## src/rtl/freq_lock_monitor.sv

```systemverilog
`default_nettype none
// ============================================================================
// Module   : freq_lock_monitor
// Brief    : Measures each InFreq period in RefClk cycles, counts OutFreq
//            rising edges per period and flags lock at 2**n +/- TOL edges.
// Revision : 1.0
// ============================================================================
module freq_lock_monitor #(
  parameter int CNT_W = 16,
  parameter int TOL   = 1
) (
  input  logic             RefClk,
  input  logic             rst,
  input  logic             enable,
  input  logic             InFreq,
  input  logic             OutFreq,
  input  logic [2:0]       n,
  output logic [CNT_W-1:0] in_period,
  output logic [8:0]       out_edges,
  output logic             valid,
  output logic             locked,
  output logic             timeout
);

  localparam logic [1:0] S_IDLE = 2'd0;
  localparam logic [1:0] S_ARM  = 2'd1;
  localparam logic [1:0] S_MEAS = 2'd2;
  localparam logic [1:0] S_EVAL = 2'd3;

  localparam logic [CNT_W-1:0] C_PERIOD_MAX  = {CNT_W{1'b1}};
  localparam logic [CNT_W-1:0] C_PERIOD_LAST = {{(CNT_W-1){1'b1}}, 1'b0};
  localparam logic [CNT_W-1:0] C_PERIOD_ONE  = {{(CNT_W-1){1'b0}}, 1'b1};
  localparam logic [8:0]       C_EDGE_MAX    = 9'd511;
  localparam logic [9:0]       C_TOL         = 10'(TOL);

  logic [1:0]       state_q,      state_d;
  logic [CNT_W-1:0] period_cnt_q, period_cnt_d;
  logic [8:0]       edge_cnt_q,   edge_cnt_d;
  logic [2:0]       n_lat_q,      n_lat_d;
  logic [2:0]       in_sync_q,    in_sync_d;
  logic [2:0]       out_sync_q,   out_sync_d;
  logic [CNT_W-1:0] in_period_q,  in_period_d;
  logic [8:0]       out_edges_q,  out_edges_d;
  logic             valid_q,      valid_d;
  logic             locked_q,     locked_d;
  logic             timeout_q,    timeout_d;

  logic              w_in_pulse;
  logic              w_out_pulse;
  logic [8:0]        w_edge_inc;
  logic [CNT_W-1:0]  w_period_inc;
  logic [9:0]        w_expected;
  logic signed [9:0] w_diff;
  logic [9:0]        w_abs_diff;
  logic              w_in_tol;

  // Bits [1:0] form the synchroniser; bit 2 is the delayed copy for edge detect.
  always_comb begin
    in_sync_d  = {in_sync_q[1:0], InFreq};
    out_sync_d = {out_sync_q[1:0], OutFreq};
  end

  assign w_in_pulse  = in_sync_q[1]  & ~in_sync_q[2];
  assign w_out_pulse = out_sync_q[1] & ~out_sync_q[2];

  assign w_edge_inc   = (w_out_pulse && (edge_cnt_q != C_EDGE_MAX)) ?
                        edge_cnt_q + 9'd1 : edge_cnt_q;
  assign w_period_inc = (period_cnt_q != C_PERIOD_MAX) ?
                        period_cnt_q + C_PERIOD_ONE : period_cnt_q;

  assign w_expected = 10'd1 << n_lat_q;
  assign w_diff     = $signed({1'b0, w_edge_inc}) - $signed(w_expected);
  assign w_abs_diff = w_diff[9] ? $unsigned(-w_diff) : $unsigned(w_diff);
  assign w_in_tol   = (w_abs_diff <= C_TOL);

  always_comb begin
    state_d      = state_q;
    period_cnt_d = period_cnt_q;
    edge_cnt_d   = edge_cnt_q;
    n_lat_d      = n_lat_q;
    in_period_d  = in_period_q;
    out_edges_d  = out_edges_q;
    locked_d     = locked_q;
    timeout_d    = timeout_q;
    valid_d      = 1'b0;

    case (state_q)
      S_IDLE: begin
        period_cnt_d = '0;
        edge_cnt_d   = '0;
        if (enable) begin
          state_d = S_ARM;
        end
      end

      S_ARM: begin
        period_cnt_d = '0;
        edge_cnt_d   = '0;
        if (!enable) begin
          state_d = S_IDLE;
        end else if (w_in_pulse) begin
          state_d      = S_MEAS;
          period_cnt_d = C_PERIOD_ONE;
          n_lat_d      = n;
        end
      end

      S_MEAS: begin
        if (!enable) begin
          state_d      = S_IDLE;
          period_cnt_d = '0;
          edge_cnt_d   = '0;
        end else if (w_in_pulse || (period_cnt_q == C_PERIOD_LAST)) begin
          // A coincident OutFreq edge closes with this window; the next opens empty.
          state_d      = S_EVAL;
          valid_d      = 1'b1;
          timeout_d    = !w_in_pulse;
          in_period_d  = w_in_pulse ? period_cnt_q : C_PERIOD_MAX;
          out_edges_d  = w_edge_inc;
          locked_d     = w_in_pulse && w_in_tol;
          period_cnt_d = C_PERIOD_ONE;
          edge_cnt_d   = '0;
          n_lat_d      = n;
        end else begin
          period_cnt_d = w_period_inc;
          edge_cnt_d   = w_edge_inc;
        end
      end

      S_EVAL: begin
        // The window reopened on the closing edge, so this cycle already counts.
        if (!enable) begin
          state_d      = S_IDLE;
          period_cnt_d = '0;
          edge_cnt_d   = '0;
        end else if (timeout_q) begin
          state_d      = S_ARM;
          period_cnt_d = '0;
          edge_cnt_d   = '0;
        end else begin
          state_d      = S_MEAS;
          period_cnt_d = w_period_inc;
          edge_cnt_d   = w_edge_inc;
        end
      end

      default: begin
        state_d      = S_IDLE;
        period_cnt_d = '0;
        edge_cnt_d   = '0;
      end
    endcase
  end

  always_ff @(posedge RefClk or posedge rst) begin
    if (rst) begin
      state_q      <= S_IDLE;
      period_cnt_q <= '0;
      edge_cnt_q   <= '0;
      n_lat_q      <= '0;
      in_sync_q    <= '0;
      out_sync_q   <= '0;
      in_period_q  <= '0;
      out_edges_q  <= '0;
      valid_q      <= 1'b0;
      locked_q     <= 1'b0;
      timeout_q    <= 1'b0;
    end else begin
      state_q      <= state_d;
      period_cnt_q <= period_cnt_d;
      edge_cnt_q   <= edge_cnt_d;
      n_lat_q      <= n_lat_d;
      in_sync_q    <= in_sync_d;
      out_sync_q   <= out_sync_d;
      in_period_q  <= in_period_d;
      out_edges_q  <= out_edges_d;
      valid_q      <= valid_d;
      locked_q     <= locked_d;
      timeout_q    <= timeout_d;
    end
  end

  assign in_period = in_period_q;
  assign out_edges = out_edges_q;
  assign valid     = valid_q;
  assign locked    = locked_q;
  assign timeout   = timeout_q;

endmodule
`default_nettype wire

```

## config.mk

```make
export PLATFORM = sky130hd
export DESIGN_NAME = freq_lock_monitor
export DESIGN_NICKNAME = d
export VERILOG_FILES = /design/src/rtl/freq_lock_monitor.sv
export SDC_FILE = /design/constraint.sdc
export NUM_CORES = 1
export LEC_CHECK = 0
export BUFFER_PORTS_ARGS = -buffer_cell sky130_fd_sc_hd__buf_2
export CAP_MARGIN = 10
export CELL_PAD_IN_SITES_DETAIL_PLACEMENT = 1
export CELL_PAD_IN_SITES_GLOBAL_PLACEMENT = 1
export CORE_ASPECT_RATIO = 0.6
export CORE_MARGIN = 5
export CORE_UTILIZATION = 49
export CTS_CLUSTER_DIAMETER = 120
export CTS_CLUSTER_SIZE = 25
export DETAILED_ROUTE_END_ITERATION = 10
export MAX_ROUTING_LAYER = met4
export PLACE_DENSITY_LB_ADDON = 0.1
export SYNTH_ARGS = -nofsm -noshare
export SYNTH_HDL_FRONTEND = slang
export SYNTH_SLANG_ARGS = --single-unit
```

## constraint.sdc

```tcl
create_clock -name RefClk -period 10.9 [get_ports RefClk]
set_input_delay 0.545 -clock RefClk [delete_from_list [all_inputs] [get_ports RefClk]]
set_output_delay 0.545 -clock RefClk [all_outputs]
set_load 0.005 [all_outputs]
```

# After elaboration in Yosys (flattened, before gate mapping)

Index checks and enable logic that the tools add are counted.

Flip-flop bits (word level): 64
Latch bits: 0
RAM bits: 0
Bits in read-only memories: 0
Output and inout bits: 28
Logic and storage cells: 76
Memories kept: 0

Add/sub/neg operators: 4
Multipliers: 0
Div/mod/pow operators: 0
$lt $le $gt $ge: 1
Eq/ne operators: 13
Shift operators: 1
Muxes and demuxes: 32
Bitwise operators: 4
Reductions and logical operators: 10

Operators with widths:

| operator                                                                          | count |
|---|---|
| 16-bit two-way mux                                                                | 6 |
| 16-bit one-hot mux with 4 select lines                                            | 1 |
| 9-bit two-way mux                                                                 | 5 |
| 9-bit one-hot mux with 3 select lines                                             | 1 |
| 16-bit by 1-bit adder with 16-bit output, second input constant                   | 1 |
| 16-bit == test, second input constant                                             | 1 |
| 16-bit != test, second input constant                                             | 1 |
| 2-bit two-way mux                                                                 | 7 |
| 3-bit two-way mux                                                                 | 4 |
| 10-bit by 1-bit less-or-equal comparator with 1-bit output, second input constant | 1 |
| 10-bit two-way mux                                                                | 1 |
| 2-bit != test, second input constant                                              | 5 |
| 10-bit negator                                                                    | 1 |
| 1-bit by 3-bit left shift with 10-bit output, first input constant                | 1 |
| 10-bit subtractor                                                                 | 1 |
| 9-bit by 1-bit adder with 9-bit output, second input constant                     | 1 |
| 9-bit != test, second input constant                                              | 1 |
| 2-bit one-hot mux with 4 select lines                                             | 1 |
| 3-bit != test, second input constant                                              | 2 |
| 3-bit one-hot mux with 2 select lines                                             | 1 |
| 3-bit AND reduction                                                               | 2 |
| 1-bit two-way mux                                                                 | 5 |
| 5-bit AND reduction                                                               | 1 |
| 2-bit == test, second input constant                                              | 2 |
| 9 further kinds                                                                   | 12 |

# Longest topological paths before layout

Gate-level depths: netlist of run 1.

Depth in word-level cells: 9
Depth in mapped cells: 19
Mapped depth without buffers: 18

# Worst setup path before layout of run 1

No wires, ideal clock.

Path kind: reg-to-reg
Start point: register edge_cnt_q[0]
End point: register locked_q, in the netlist locked
Library setup time: 0.095 ns
Data arrival time: 3.945 ns
Slack: 6.860 ns
Stages on the path, launching flop included: 18
Period minus slack after synthesis: 4.040 ns
Cell sequence: dfrtp_1 ha_1 nand3_1 nor2_1 ha_1 nor3b_1 mux2i_1 inv_1 ha_1 nor2b_1 o31a_1 o21ai_0 a21oi_1 a31o_2 a2111oi_0 o311ai_0 a311o_1 o32ai_2

Word-level cells in the longest chain between the ends: 8
Elaborated cells on any way between the ends: 9

Ends and longest elaborated chain:

| item                                                                           | RTL line | text |
|---|---|---|
| start: declaration                                                             | 38       | `logic [8:0] edge_cnt_q, edge_cnt_d;` |
| start signal: assignment                                                       | 171      | `edge_cnt_q <= edge_cnt_d;` |
| branches (longest 2 deep; another with 9-bit by 1-bit adder with 9-bit output) | n/a      |  |
| 9-bit two-way mux (*)                                                          | 66       | `assign w_edge_inc = (w_out_pulse && (edge_cnt_q != C_EDGE_MAX)) ?` |
| via w_edge_inc[1]                                                              | 50       | `logic [8:0] w_edge_inc;` |
| 10-bit subtractor (*)                                                          | 72       | `assign w_diff = $signed({1'b0, w_edge_inc}) - $signed(w_expected);` |
| 10-bit negator                                                                 | 73       | `assign w_abs_diff = w_diff[9] ? $unsigned(-w_diff) : $unsigned(w_diff);` |
| 10-bit two-way mux (*)                                                         | 73       |  |
| 10-bit by 1-bit less-or-equal comparator with 1-bit output (*)                 | 74       | `assign w_in_tol = (w_abs_diff <= C_TOL);` |
| 1-bit logical AND (*)                                                          | 120      | `locked_d = w_in_pulse && w_in_tol;` |
| end signal: assignment                                                         | 178      | `locked_q <= locked_d;` |
| end: declaration                                                               | 45       | `logic locked_q, locked_d;` |

Mark *: on every way through the listed nets, which the timed path passes.
A chain may end at the register's enable or synchronous reset.

# Worst setup path after layout of run 1

Same ends and word-level chain as after synthesis.

==> results_dict.tcl, run 1 <==
set metrics [dict create \
    clock-sinks 64 \
    cp.required_ns 11.14 \
    tritoncts "built" \
    dieArea_um2 8640 \
    placedCellCount 445 \
    vias_per_cell 5.89 \
    tightest_slew_ns 0.964 \
    yosysSeqAreaShare_pct 47.9 \
    timing.final.crit_share_pct 44.0 \
    syn_area_per_cell_um2 9.96 \
    post_synth_num_cell_types 59 \
    routed_wirelength_um 9020 \
    r2r_cells 17 \
    slew_headroom_pct 35.4 \
    final_cell_mix "dfrtp_1, nor2_1, buf_2" \
    synth_top_area_share_pct 47.9 \
    syn_area_um2 3350 \
    fillers 756 \
    cts.clk_slew.worst_paths_ns 0.05 \
    core_area_um2 6650 \
    rsz0062_at_grt "no" \
    power_density_nw_per_um2 209 \
    htree_levels 3 \
    reg2reg_to "locked" \
    r2r-start "edge_cnt_q[0]" \
    status "completed" \
    ctsHoldBuffers 0 \
    crit_path_end_kind "register" \
    die_w_um 117 \
    drive_gt1_share_pct 16.4 \
    die_h_um 74.0 \
    diodes 0 \
    multiInputGateArea_um2 1640 \
    drtAntennaViolNets 0 \
    place.gp.congestion 0.858 \
    synthAdderAreaFrac_pct 5.38 \
    startpoint_type "register" \
    postCtsSetupBuffers 0 \
    ctsResizeCount 0 \
    final_core_util_pct 58.2 \
    clk_path_buf_depth 2 \
    num-nets-final 390 \
    synth-main-ff-cell "dfrtp_1" \
    period_needed_ns 4.80 \
    root_buffer "clkbuf_16" \
    wl_per_cell_um 19.6 \
    drv_cap 0 \
    fin_cells 460 \
    synth.area.top_cells "dfrtp_1, nor2_1, ha_1" \
    grt_pass1_wl_um 15200 \
    hp-start "InFreq" \
    final_common_cell "dfrtp_1" \
    synth-edff-count 0 \
    critPathKind "register to register" \
    regArea_um2 1600 \
    clk_latency_ns 0.33 \
    first_pass_iters 4 \
    io_pins 36 \
    fin_worst_skew_ns 0.00390 \
    drt-initial-drc-count 172 \
    hold_viol_final 0 \
    fin_tns_setup_ns 0 \
    synth-seq-cells 64 \
    area_growth_pct 15.6 \
    grt_pass1_vias 2936 \
    critPathMaxFanout 4 \
    postSynthCellCount 336 \
    io_buffers 35 \
    rows 23 \
    synth_compound_gate_area_share_pct 14.8 \
    synth-xor-area-share_pct 6.80 \
    p_leak_nw 1.79 \
    timing.final.ws_setup_ns 6.10 \
    start_util_pct 50.3 \
    grt_overflow 0 \
    ys_warn_count 0 \
    final-setup-viol-count 0 \
    cts_made_buffers 9 \
    power_frac_comb_pct 29.7 \
    clkPwrFrac_pct 34.5 \
    synth_largest_area_cell "dfrtp_1" \
    synth_nets 357 \
    p_sw_mw 0.255 \
    startpoint "edge_cnt_q[0]" \
    ir_worst_vdd_uv 133 \
    antenna_found_initial 0 \
    fmaxAchievable_mhz 208 \
    crit_end "locked" \
    grt_max_degree 65 \
    hold_path_class "primary input to register" \
    dp_hpwl_um 6180 \
    intPower_mw 0.554 \
    drc 0 \
    switching_share_pct 31.5 \
    reg2reg_slack_ns 6.10 \
    vias 2709 \
    async_flop_share_pct 100 \
    slew_violations 0 \
    grtUsageTotal_pct 23.8 \
    arrival_ns 5.04 \
    synth_top_family_by_area "simple AND/OR/NAND/NOR gates" \
    place_ws_ns 6.23 \
    synth_mux_area_share_pct 1.91 \
    synth-simple-area-share_pct 19.9 \
    seqPwrFrac_pct 35.9 \
]
## critical path: stages, from the launching register on
cell and delay [ns]:
dfrtp_1 0.41, ha_1 0.25, nand3_1 0.09, nor2_1 0.05, ha_1 0.20, nor3b_1 0.50
mux2i_1 0.42, inv_1 0.16, ha_1 0.31, nor2b_1 0.14, o31a_1 0.28, o32ai_1 0.33
and3b_1 0.29, o21ai_0 0.14, a2111oi_0 0.40, o311ai_0 0.22, a311o_1 0.32, o32ai_2 0.19
## kinds of logic (layout without fill, tap and decap cells)
group	Yosys count	in the layout
simple gates	131	131
compound gates	68	68
flops	64	64
buf+inv	27	64
xor+xnor	26	26
fa+ha+maj	14	14
mux	6	6
## stage by stage
step	total power [mW]	area (um^2)	hold WS, ns
after floorplan	0.458	3350	0.331
after global placement	0.525	3580	0.332
after detailed placement	0.529	3580	0.340
after CTS	0.812	3870	0.317
after global routing	0.858	3870	0.311
final	0.808	3870	0.322
## worst min-delay path by stage
stage / endpoint / cells after the start
after detailed placement: in_sync_q[1] / 0
after global routing: out_sync_q[0] / 1
final: in_sync_q[0] / 1
after global placement: in_sync_q[1] / 0
after floorplan: in_sync_q[1] / 0
after CTS: in_sync_q[0] / 1
## power groups by stage
| stage | logic [mW] | clock network (mW) | registers, mW |
|---|---|---|---|
| finish | 0.240 | 0.279 | 0.290 |
| floorplan | 0.171 | 0 | 0.287 |
| detailed placement | 0.237 | 0 | 0.293 |
| global route | 0.267 | 0.296 | 0.295 |
| global placement | 0.235 | 0 | 0.291 |
| CTS | 0.239 | 0.282 | 0.290 |
## layout make-up
cell class | instances | area share [%]
Multi-Input combinational cell | 245 | 42.3
Sequential cell | 64 | 41.4
Clock buffer | 11 | 6.27
Timing Repair Buffer | 37 | 4.92
Tap cell | 87 | 2.81
Clock inverter | 4 | 1.16
Inverter | 12 | 1.16
## registers in the layout, summed over array words and instances (netlist names)
name / count
timeout: 1
in_sync_q: 3
out_edges: 9
edge_cnt_q: 9
out_sync_q: 3
state_q: 2
in_period: 16
locked: 1
valid: 1
n_lat_q: 3
period_cnt_q: 16
## cell usage after synthesis, types with 3 or more instances
master    instances
o21ai_0           8
o21a_1            6
nor3_1            5
nand2_1          17
nor2_1           49
xnor2_1          12
nor3b_1           3
mux2i_1           3
and3_1            6
nand3_1          19
clkbuf_1         12
a21oi_1          16
xor2_1           14
inv_1            12
and2_1            3
o22a_1           16
dfrtp_1          64
nand4_1           4
ha_1             12
nand3b_1          3
nor2b_1           5
mux2_2            3
or3_1             3
## metal layers
layer / global-route usage [%] / part of all wire [%] / vias to the layer above
li1: - / - / 1262
met1: 32.2 / 50 / 1378
met2: 35.6 / 45 / 57
met3: 6.91 / 4.4 / 12
met4: 5.85 / 1.0 / 0
met5: - / 0 / -
No activity file was read; power rests on OpenSTA's default activity.
==> inputs of run 2 (changes only) <==
--- a/config.mk
+++ b/config.mk
@@ -5,13 +5,14 @@
 export SDC_FILE = /design/constraint.sdc
 export NUM_CORES = 1
 export LEC_CHECK = 0
+export ABC_AREA = 1
 export BUFFER_PORTS_ARGS = -buffer_cell sky130_fd_sc_hd__buf_2
 export CAP_MARGIN = 10
 export CELL_PAD_IN_SITES_DETAIL_PLACEMENT = 1
 export CELL_PAD_IN_SITES_GLOBAL_PLACEMENT = 1
 export CORE_ASPECT_RATIO = 0.6
 export CORE_MARGIN = 5
-export CORE_UTILIZATION = 49
+export CORE_UTILIZATION = 44
 export CTS_CLUSTER_DIAMETER = 120
 export CTS_CLUSTER_SIZE = 25
 export DETAILED_ROUTE_END_ITERATION = 10
==> constraint.sdc (replaced) <==
create_clock -name RefClk -period 4.53 [get_ports RefClk]
set_input_delay 0.2265 -clock RefClk [delete_from_list [all_inputs] [get_ports RefClk]]
set_output_delay 0.2265 -clock RefClk [all_outputs]
set_load 0.005 [all_outputs]
==> run 2 against run 1 <==
Sequential power grew 150%. First-iteration DRC count grew 5.2%. Via count grew 14%. Combinational power grew to 4.5 times the previous value. Core utilization shrank 5.1 points. Synthesized cell count grew 34%. Largest cell class unchanged. Critical path depth grew 7. Fmax grew 20%.
==> results_dict.tcl, run 2 <==
set metrics [dict create \
    synth.area.top_cells "dfrtp_1, nand2_1, inv_1" \
    grt_pass1_vias 3232 \
    tritoncts "built" \
    diodes 0 \
    fillers 1017 \
    htree_levels 3 \
    die_w_um 128 \
    dieArea_um2 10300 \
    fin_worst_skew_ns 0.00866 \
    ctsResizeCount 0 \
    p_leak_nw 2.14 \
    slew_violations 0 \
    grtUsageTotal_pct 21.1 \
    post_synth_num_cell_types 45 \
    dp_hpwl_um 7240 \
    cp.required_ns 4.75 \
    first_pass_iters 4 \
    drc 0 \
    area_growth_pct 15.9 \
    critPathKind "register to register" \
    hold_path_class "primary input to register" \
    hold_viol_final 0 \
    tightest_slew_ns 0.691 \
    slew_headroom_pct 53.4 \
    grt_pass1_wl_um 16600 \
    final_cell_mix "nand2_1, dfrtp_1, inv_1" \
    synth-main-ff-cell "dfrtp_1" \
    wl_per_cell_um 16.1 \
    drtAntennaViolNets 0 \
    multiInputGateArea_um2 1760 \
    timing.final.ws_setup_ns 0.546 \
    place.gp.congestion 0.882 \
    grtUsageMet2_pct 31.9 \
    postCtsSetupBuffers 0 \
    vias 3087 \
    routed_wirelength_um 9750 \
    startpoint_type "register" \
    yosysSeqAreaShare_pct 43.6 \
    syn_area_um2 3670 \
    final-setup-viol-count 0 \
    grt_max_degree 50 \
    grt_use_met1_pct 29.4 \
    synth_nets 472 \
    ir_worst_vdd_uv 237 \
    place_ws_ns 0.595 \
    period_needed_ns 3.98 \
    cts.clk_slew.worst_paths_ns 0.06 \
    cts_made_buffers 9 \
    clk_path_buf_depth 2 \
    start_util_pct 45.9 \
    final_common_cell "nand2_1" \
    crit_path_end_kind "register" \
    yosys.cell_count.top_type "nand2_1" \
    antenna_found_initial 0 \
    grt_use_met3_pct 5.19 \
    drive_gt1_share_pct 19.6 \
    io_pins 36 \
    rows 25 \
    fmaxAchievable_mhz 251 \
    grt_most_used_layer "met2" \
    ys_warn_count 0 \
    synth_top_area_share_pct 43.6 \
    async_flop_share_pct 100 \
    syn_area_per_cell_um2 8.14 \
    root_buffer "clkbuf_16" \
    core_area_um2 8010 \
    vias_per_cell 5.09 \
    die_h_um 80.8 \
    drv_cap 0 \
    status "completed" \
    regArea_um2 1600 \
    synth-edff-count 0 \
    io_buffers 35 \
    timing.final.crit_share_pct 88.0 \
    num-nets-final 517 \
    drt-initial-drc-count 181 \
    clock-sinks 64 \
    postSynthCellCount 451 \
    synth-seq-cells 64 \
    critPathMaxFanout 7 \
    clk_latency_ns 0.33 \
    yosys-top-cells-count "nand2_1, dfrtp_1, inv_1" \
    rsz0062_at_grt "no" \
    synth_largest_area_cell "dfrtp_1" \
    fin_tns_setup_ns 0 \
    power_density_nw_per_um2 574 \
    grt_overflow 0 \
    arrival_ns 4.20 \
    ctsHoldBuffers 3 \
]
[run 2: path summary, 6_finish.rpt]
kind                           endpoint  cells after the start  slack (ns)          start
max in group asynchronous       timeout                      4        3.18            rst
min                          n_lat_q[2]                      3        0.13           n[2]
max                              locked                     24        0.55  edge_cnt_q[0]
min reg2reg                in_sync_q[1]                      0        0.35   in_sync_q[0]
min in group asynchronous  out_edges[2]                      3        0.40            rst
max reg2reg                      locked                     24        0.55  edge_cnt_q[0]
[run 2: report_power, final]
part / switching (mW) / total [mW] / internal, mW / leakage, nW
clock: 0.237 / 0.645 / 0.408 / 0.133
combinational: 0.683 / 1.08 / 0.397 / 1.15
sequential: 0.0663 / 0.716 / 0.650 / 0.855
[run 2: cell type report]
| class | instances | share of cell area, % |
|---|---|---|
| Clock buffer | 12 | 6.26 |
| Clock inverter | 2 | 0.353 |
| Inverter | 68 | 6.06 |
| Multi-Input combinational cell | 313 | 41.3 |
| Sequential cell | 64 | 37.6 |
| Tap cell | 108 | 3.18 |
| Timing Repair Buffer | 40 | 5.17 |
[run 2: worst max-delay path, cell delays in order (launching register included)]
cell     delay, ns
dfrtp_1       0.38
ha_1          0.26
nand2_1       0.08
nor3b_1       0.26
and3_1        0.20
ha_1          0.25
nor2_8        0.08
nand2_1       0.08
xor2_1        0.34
inv_1         0.09
ha_1          0.36
a21oi_1       0.16
nand2_1       0.10
xnor2_1       0.33
nand3_1       0.19
nor2_1        0.14
nand2_1       0.09
nor2_1        0.11
nand2_1       0.07
nand2_1       0.06
nand2_1       0.05
nand2_1       0.05
nor2_1        0.04
nand3_1       0.06
nand2_1       0.05
[run 2: kinds of logic (layout without fill, tap and decap cells)]
family	count (synthesis)	in the layout	share of synthesized area (%)
and+or+nand+nor	228	228	30.0
buffers and inverters	74	122	8.48
DFF	64	64	43.6
AOI/OAI and AO/OA	59	59	10.2
adders and majority gates	13	13	4.63
xor gates and xnor gates	13	13	3.10
[run 2: layer usage]
layer,vias to the layer above,part of all wire (%),wire length (um)
met2,45,43,4150
met3,15,4.2,406
met5,-,0,0
met1,1496,52,5110
li1,1531,-,-
met4,0,0.93,91
[run 2: stage by stage]
| stage | power (mW) | instances | util (%) | cell area, um^2 | hold WS (ns) |
|---|---|---|---|---|---|
| 6_report | 2.44 | 607 | 53.1 | 4260 | 0.134 |
| 5_1_grt | 2.65 | 607 | 53.1 | 4260 | 0.148 |
| 4_1_cts | 2.47 | 607 | 53.1 | 4260 | 0.115 |
| 3_5_place_dp | 1.80 | 590 | 49.3 | 3940 | 0.206 |
| 3_3_place_gp | 1.77 | 590 | 49.3 | 3940 | 0.198 |
| 2_1_floorplan | 1.54 | 451 | - | 3670 | 0.258 |
==> inputs of run 3 (changes only) <==
--- a/config.mk
+++ b/config.mk
@@ -8,16 +8,14 @@
 export ABC_AREA = 1
 export BUFFER_PORTS_ARGS = -buffer_cell sky130_fd_sc_hd__buf_2
 export CAP_MARGIN = 10
-export CELL_PAD_IN_SITES_DETAIL_PLACEMENT = 1
-export CELL_PAD_IN_SITES_GLOBAL_PLACEMENT = 1
 export CORE_ASPECT_RATIO = 0.6
 export CORE_MARGIN = 5
-export CORE_UTILIZATION = 44
+export CORE_UTILIZATION = 59
 export CTS_CLUSTER_DIAMETER = 120
 export CTS_CLUSTER_SIZE = 25
 export DETAILED_ROUTE_END_ITERATION = 10
 export MAX_ROUTING_LAYER = met4
-export PLACE_DENSITY_LB_ADDON = 0.1
+export PLACE_DENSITY = 0.8
 export SYNTH_ARGS = -nofsm -noshare
 export SYNTH_HDL_FRONTEND = slang
 export SYNTH_SLANG_ARGS = --single-unit
==> run 3 against run 2 <==
Critical path depth rose by 1. Global-route usage rose by 2.3 points. Power fell by 5.9%. Routed wire length fell by 13%. Die area fell by 23%. Highest routed layer unchanged.
==> results_dict.tcl, run 3 (same netlist as run 2, synthesis figures left out) <==
set metrics [dict create \
    arrival_ns 4.23 \
    drc 0 \
    switching_share_pct 43.0 \
    cts.clk_slew.worst_paths_ns 0.07 \
    whs_ns 0.107 \
    antenna_found_initial 0 \
    status "completed" \
    slew_violations 0 \
    ctsResizeCount 0 \
    clk_path_buf_depth 2 \
    p_sw_mw 0.988 \
    cts_made_buffers 9 \
    first_pass_iters 5 \
    grtUsageTotal_pct 23.4 \
    core_area_um2 6080 \
    grt_overflow 0 \
    reg2reg_to "locked" \
    tritoncts "built" \
    tightest_slew_ns 0.786 \
    diodes 0 \
    critPathKind "register to register" \
    p_leak_nw 2.10 \
    grt_pass1_wl_um 14500 \
    place.gp.congestion 0.908 \
    hold_path_class "primary input to register" \
    die_w_um 112 \
    critPathMaxFanout 7 \
    num-nets-final 516 \
    reg2reg_slack_ns 0.57 \
    hold_viol_final 0 \
    worst_hold_path.num_cells 3 \
    grt_max_degree 65 \
    routed_wirelength_um 8460 \
    cp_slowest_cell "fa_1" \
    root_buffer "clkbuf_8" \
    rows 22 \
    clk_latency_ns 0.33 \
    clock-sinks 64 \
    fmaxAchievable_mhz 252 \
    htree_levels 3 \
    power_frac_comb_pct 48.4 \
    path_buf_inv 2 \
    hold-path-endpoint "n_lat_q[1]" \
    io_buffers 35 \
    fillers 501 \
    intPower_mw 1.31 \
    r2r_cells 25 \
    wl_per_cell_um 14.5 \
    dieArea_um2 7950 \
    drt-initial-drc-count 290 \
    path_common_cell "nand2_1" \
    crit_path_end_kind "register" \
    final-setup-viol-count 0 \
    hp-start "n[1]" \
    grt_pass1_vias 3007 \
    clkPwrFrac_pct 20.4 \
    drtAntennaViolNets 0 \
    crit_path_max_incr_delay_ns 0.39 \
    timing.final.crit_share_pct 87.5 \
    postCtsSetupBuffers 0 \
    cp_top_family "simple AND/OR/NAND/NOR gates" \
    final_cell_mix "nand2_1, dfrtp_1, inv_1" \
    power_density_nw_per_um2 557 \
    area_growth_pct 12.2 \
    slew_headroom_pct 47.6 \
    vias 3142 \
    drive_gt1_share_pct 19.6 \
    dp_hpwl_um 6540 \
    final_common_cell "nand2_1" \
    fin_worst_skew_ns 0.0101 \
    io_pins 36 \
    r2r-start "edge_cnt_q[0]" \
    die_h_um 71.1 \
    cp.required_ns 4.79 \
    startpoint_type "register" \
    seqPwrFrac_pct 31.2 \
    drv_cap 0 \
    fin_tns_setup_ns 0 \
    vias_per_cell 5.39 \
    rsz0062_at_grt "no" \
    period_needed_ns 3.96 \
    ir_worst_vdd_uv 287 \
    start_util_pct 60.4 \
]
run 3: metal layers:
layer  part of all wire (%)  track usage [%]  vias to the layer above  routed length, um
met4                   0.96             5.26                        0                 81
met2                     41             32.3                      124               3430
met5                      0                -                        -                  0
met3                    9.0             5.56                       12                764
li1                       -                -                     1528                  -
met1                     49             34.8                     1478               4180
run 3: power groups by stage:
stage	clock (mW)	sequential, mW	combinational [mW]
detailed placement	0	0.724	1.08
global placement	0	0.718	1.02
finish	0.469	0.715	1.11
CTS	0.476	0.715	1.09
floorplan	0	0.720	0.815
global route	0.503	0.728	1.26
run 3: how the worst max path moves through the flow:
stage	start	end	cells past startpoint
final	edge_cnt_q[0]	locked	25
after global routing	edge_cnt_q[0]	locked	25
after CTS	edge_cnt_q[0]	locked	25
after detailed placement	edge_cnt_q[0]	locked	25
after global placement	edge_cnt_q[0]	locked	24
after floorplan	edge_cnt_q[0]	locked	25
run 3: final cells by class:
| type | instances | area (um^2) | area share (%) |
|---|---|---|---|
| Multi-Input combinational cell | 313 | 1760 | 42.7 |
| Tap cell | 84 | 105 | 2.55 |
| Inverter | 68 | 258 | 6.26 |
| Timing Repair Buffer | 39 | 210 | 5.10 |
| Clock inverter | 4 | 45.0 | 1.09 |
| Sequential cell | 64 | 1600 | 38.9 |
| Clock buffer | 11 | 141 | 3.43 |
run 3: worst register-to-register path: cells and delay by family, from the launching register on:
family	cells	cell delay, ns
flops	1	0.38
buf+inv	2	0.15
simple gates	18	1.97
xor+xnor	1	0.31
fa+ha+maj	4	1.08
run 3: stage by stage:
step / util [%] / total power [mW] / area, um^2 / setup slack, ns / instances
6_report: 67.7 / 2.30 / 4120 / 0.568 / 583
5_1_grt: 67.7 / 2.49 / 4120 / 0.0612 / 583
4_1_cts: 67.6 / 2.28 / 4110 / 0.630 / 582
3_5_place_dp: 64.3 / 1.81 / 3910 / 0.647 / 566
3_3_place_gp: 64.3 / 1.74 / 3910 / 0.785 / 566
2_1_floorplan: - / 1.54 / 3670 / 1.09 / 451
run 3: repair_timing:
item / CTS / global route
setup endpoints to repair: 0 / 0
hold buffers: 1 / 1
hold endpoints to repair: 1 / 1
